--- src/rtl/multicycle_mainfsm_pkg.sv ---
// Shared types and encodings for the multicycle ARM main sequencer.
package mcyc_pkg;

    // Sequencer states; encodings 10..15 are never entered in normal operation.
    typedef enum logic [3:0] {
        S_FETCH    = 4'd0,
        S_DECODE   = 4'd1,
        S_MEMADR   = 4'd2,
        S_MEMREAD  = 4'd3,
        S_MEMWB    = 4'd4,
        S_MEMWRITE = 4'd5,
        S_EXECUTER = 4'd6,
        S_EXECUTEI = 4'd7,
        S_ALUWB    = 4'd8,
        S_BRANCH   = 4'd9
    } state_t;

    // ALUSrcB mux selects.
    localparam logic [1:0] SRCB_REG  = 2'b00;
    localparam logic [1:0] SRCB_IMM  = 2'b01;
    localparam logic [1:0] SRCB_FOUR = 2'b10;

    // ResultSrc mux selects.
    localparam logic [1:0] RES_ALUOUT = 2'b00;
    localparam logic [1:0] RES_DATA   = 2'b01;
    localparam logic [1:0] RES_ALU    = 2'b10;

    // Instruction class from Instr[27:26]; 2'b11 is undefined.
    localparam logic [1:0] OP_DP  = 2'b00;
    localparam logic [1:0] OP_MEM = 2'b01;
    localparam logic [1:0] OP_BR  = 2'b10;

    // Full control vector driven towards the datapath.
    typedef struct packed {
        logic       ir_write;
        logic       adr_src;
        logic       alu_src_a;
        logic [1:0] alu_src_b;
        logic [1:0] result_src;
        logic       next_pc;
        logic       reg_w;
        logic       mem_w;
        logic       branch;
        logic       alu_op;
        logic       illegal;
    } ctrl_t;

endpackage

--- src/rtl/multicycle_mainfsm_outdec.sv ---
// Moore output decoder: state (plus MemReady in FETCH and Op in DECODE)
// to the datapath control vector.
module mainfsm_outdec
    import mcyc_pkg::*;
(
    input  state_t     state,
    input  logic       mem_ready,
    input  logic [1:0] op,
    output ctrl_t      ctrl
);

    // Everything defaults to 0; each state raises only what it needs.
    always_comb begin
        ctrl = '0;
        case (state)
            S_FETCH: begin
                ctrl.alu_src_a  = 1'b1;
                ctrl.alu_src_b  = SRCB_FOUR;
                ctrl.result_src = RES_ALU;
                ctrl.ir_write   = mem_ready;
                ctrl.next_pc    = mem_ready;
            end
            S_DECODE: begin
                ctrl.alu_src_a  = 1'b1;
                ctrl.alu_src_b  = SRCB_FOUR;
                ctrl.result_src = RES_ALU;
                ctrl.illegal    = (op == 2'b11);
            end
            S_MEMADR: begin
                ctrl.alu_src_b  = SRCB_IMM;
            end
            S_MEMREAD: begin
                ctrl.adr_src    = 1'b1;
                ctrl.result_src = RES_ALUOUT;
            end
            S_MEMWB: begin
                ctrl.result_src = RES_DATA;
                ctrl.reg_w      = 1'b1;
            end
            S_MEMWRITE: begin
                ctrl.adr_src    = 1'b1;
                ctrl.result_src = RES_ALUOUT;
                ctrl.mem_w      = 1'b1;
            end
            S_EXECUTER: begin
                ctrl.alu_src_b  = SRCB_REG;
                ctrl.alu_op     = 1'b1;
            end
            S_EXECUTEI: begin
                ctrl.alu_src_b  = SRCB_IMM;
                ctrl.alu_op     = 1'b1;
            end
            S_ALUWB: begin
                ctrl.result_src = RES_ALUOUT;
                ctrl.reg_w      = 1'b1;
            end
            S_BRANCH: begin
                ctrl.alu_src_b  = SRCB_IMM;
                ctrl.result_src = RES_ALU;
                ctrl.branch     = 1'b1;
            end
            default: ctrl = '0;
        endcase
    end

endmodule

--- config.mk ---
export PLATFORM = sky130hd
export DESIGN_NAME = mainfsm_outdec
export DESIGN_NICKNAME = d
export VERILOG_FILES = /design/src/rtl/multicycle_mainfsm_pkg.sv /design/src/rtl/multicycle_mainfsm_outdec.sv
export SDC_FILE = /design/constraint.sdc
export NUM_CORES = 1
export LEC_CHECK = 0
export CAP_MARGIN = 25
export CORE_AREA = 3 3 40 42
export DETAILED_ROUTE_END_ITERATION = 8
export DIE_AREA = 0 0 43 45
export PLACE_DENSITY = 0.48
export SLEW_MARGIN = 20
export SYNTH_ARGS = -nofsm -noshare
export SYNTH_HDL_FRONTEND = slang
export SYNTH_SLANG_ARGS = --single-unit
--- constraint.sdc ---
create_clock -name vclk -period 1.5
set_clock_uncertainty 0.2 [all_clocks]
set_input_delay 0.3 -clock vclk [all_inputs]
set_output_delay 0.3 -clock vclk [all_outputs]
set_load 0.01 [all_outputs]
# --- Yosys cells after proc, flatten, opt, wreduce, memory -nomap -nowiden ---
# Index checks and enable logic that the tools add are counted.
totals:
  ff_bits: 0
  latchBits: 0
  ram_bits: 0
  rom_bits: 0
  in_bits: 7
  elab_cells: 27
  mem_count: 0
op_classes:
  add_sub_neg: 0
  multipliers: 0
  n_div: 0
  order_cmp: 0
  n_eq_ne: 10
  shift: 0
  n_mux: 10
  n_bitwise: 0
  n_reduce_logical: 7
op_table:
  columns: ["op", "count"]
  rows:
  - ["4-bit by 3-bit == test with 1-bit output (second input constant)", 4]
  - ["4-bit by 2-bit == test with 1-bit output (second input constant)", 2]
  - ["4-bit == test (second input constant)", 2]
  - ["1-bit 2-to-1 mux", 8]
  - ["2-bit one-hot mux with 2 select lines", 2]
  - ["2-bit OR reduction", 4]
  - ["3-bit OR reduction", 2]
  - ["4-bit by 1-bit == test with 1-bit output (second input constant)", 1]
  - ["4-bit logical NOT", 1]
  - ["2-bit == test (second input constant)", 1]

# --- Longest topological paths before layout ---
logic_depth:
  ltp_word: 3
  ltp_mapped: 4
  depth_no_buf: 2

# --- Worst setup path after synthesis ---
# Ideal clock, no wire load.
synth_path:
  path_kind: "in2out"
  from: "in state[2]"
  to: "out ctrl[10] (netlist name)"
  t_arrival_ps: 968
  setup_slack_ps: 32
  stages: 3
  n_path_buf: 2
  path_cell_list: "buf_6 > nor3_1 > buf_4"
synth_lines:
  columns: ["item", "line_no", "source"]
  rows:
  - ["start, declared", "multicycle_mainfsm_outdec.sv:6", "input state_t state,"]
  - ["end, declared", "multicycle_mainfsm_outdec.sv:9", "output ctrl_t ctrl"]

==> results.md <==
- Status: complete, no violations
- FMAX: 0.6869 GHz
- Drt first pass iters: 2
- Worst rel slew slack: 85.24%
- First-pass GRT wire length: 986 um
- Post-synthesis sequential area ratio: 0%
- Critical path launch point type: input pin
- Yosys Warn Count: 0
- CP endpoint kind: output pin
- Final WL: 613 um
- Io pins: 20
- Max-slew violation count: 0
- Worst IR Drop VDD: 0.1047 mV
- Most frequent cells in the layout: buf_2 (11), buf_6 (7), buf_4 (6), dlygate4sd2_1 (4), nor2_1 (3)
- Tightest Pin Transition: 0.2208 ns
- # DRC: 0
- Port Buffers: 20
- Diode count: 0
- Clock buffers: 0
- Area added between synthesis and finish: 124.8%
- Largest net degree at the start of global routing: 6
- Pwr Total: 0.1012 mW
- Total Routing Usage GR: 6.053%
- Crit path required time: 1.00 ns
- Commonest non-fill, non-tap cell in the layout: buf_2
- Wirelength per Cell: 9.578 um
- Die width: 43 um
- Vias in the first global route: 240
- Core area: 1285 sq um
- Clock period minus worst slack: 1.456 ns
- Final HPWL from detailed placement: 524.5 um
- Mean Syn Cell Area: 7.559 sq um
- Row cnt: 13
- Layout Nets: 58
- Synthesized instance count: 24
- Placed cells: 62
- Crit-path cells: buf_6, nand2b_2, nor2_1, dlygate4sd2_1
- Post-route ant nets: 0
- Post-Synthesis Cell Area: 181.4 sq um
- DIE HEIGHT: 45 um
- Via count: 250
- Kind of critical path: input pin to output pin
- Final non-filler cell total: 64
- Leakage power: 0.2207 nW
- Hold/Removal Path Class: input pin to output pin
- Layout cells sized above 1: 71.43%
- Die area: 1935 sq um
- Hold slack: 0.6417 ns
- Worst Path Max Fanout: 4
- Synth unique cells: 15
- Post-DR vias/cell: 3.906
- GRT Residual Overflow: 0
- Initial Util: 14.12%
- DRT iter0 DRCs: 4
- Critical Path AT: 0.96 ns
- Post-synth net total: 31
- Fin. Hold Viols: 0
- Unrepaired setup endpoints after global routing: false
- Placer congestion estimate: 0.7385
- Register area: 0 sq um
- PD cells: 248.2 nW/um^2
- CP max stage delay: 0.27 ns
- Final worst-path cycle share: 97.05%
- Max-cap check violation count: 0
- Setup violators final: 0
- Initial antenna violation count: 0
- Slowest cell on the critical path: dlygate4sd2_1
- Sequential cells: 0
[timing repair]
action                                  in CTS  in global routing
setup buffers                                2                  0
cloned                                       0                  0
gates resized for setup                     78                  5
hold buffers                                 0                  0
endpoints found under the setup margin      13                  6
pin swaps                                    6                  4
[power breakdown]
group          switching (mW)  internal, mW  leakage [nW]
registers                   0             0             0
clock network               0             0             0
logic                  0.0442        0.0571         0.221
[layer usage]
| metal | GRT usage (%) | routed length [um] | up-vias |
|---|---|---|---|
| met5 | 0 | 0 | - |
| met4 | 0 | 0 | 0 |
| met3 | 1.594 | 90 | 0 |
| met2 | 9.880 | 248 | 16 |
| met1 | 8.571 | 274 | 99 |
| li1 | - | - | 135 |
[cells in the mapped netlist]
| library cell | count | share of area (%) |
|---|---|---|
| nand2b_2 | 1 | 4.8 |
| and4_1 | 1 | 4.8 |
| nor2_1 | 4 | 8.3 |
| nor3_1 | 3 | 8.3 |
| nor4_2 | 1 | 6.9 |
| buf_4 | 2 | 8.3 |
| nand2b_4 | 2 | 15 |
| a211oi_2 | 2 | 14 |
| buf_2 | 1 | 2.8 |
| xor2_1 | 1 | 4.8 |
| nand2_1 | 1 | 2.1 |
| inv_1 | 2 | 4.1 |
| buf_6 | 1 | 6.2 |
| xnor2_1 | 1 | 4.8 |
| o32ai_1 | 1 | 4.8 |
[kinds of logic (layout without fill, tap and decap cells)]
kind of cell / after synthesis / count (layout) / synth area share (%)
xor gates and xnor gates: 2 / 2 / 9.657
AOI/OAI and AO/OA: 3 / 3 / 18.62
buffers and inverters: 6 / 31 / 21.38
and+or+nand+nor: 13 / 13 / 50.34
[cell type report]
class / instances / area (sq um)
fill: 151 / 877.1
timing repair buffer: 29 / 219.0
multi-input combinational: 18 / 162.7
tap: 15 / 18.77
inverter: 2 / 7.507
[stage by stage]
step	instance area, sq um	setup WS (ns)	util, %	setup TNS [ns]
after global routing	407.9	0.006965	31.74	0
final	407.9	0.04427	31.74	0
after floorplan	181.4	0.03184	-	0
after detailed placement	421.7	-0.8982	32.81	-10.64
after global placement	421.7	-0.9109	32.81	-10.60
after CTS	404.1	-0.01696	31.45	-0.01696
[critical path: cells and delay by family]
kind          cells  cell delay [ns]
buf+inv           2             0.37
simple gates      2             0.28
[final timing paths]
kind	end	cells after the start	startpoint	slack, ns
setup / recovery	ctrl[2]	4	state[2]	0.04
hold / removal	ctrl[6]	3	state[1]	0.64
No activity file was read; power rests on OpenSTA's default activity.
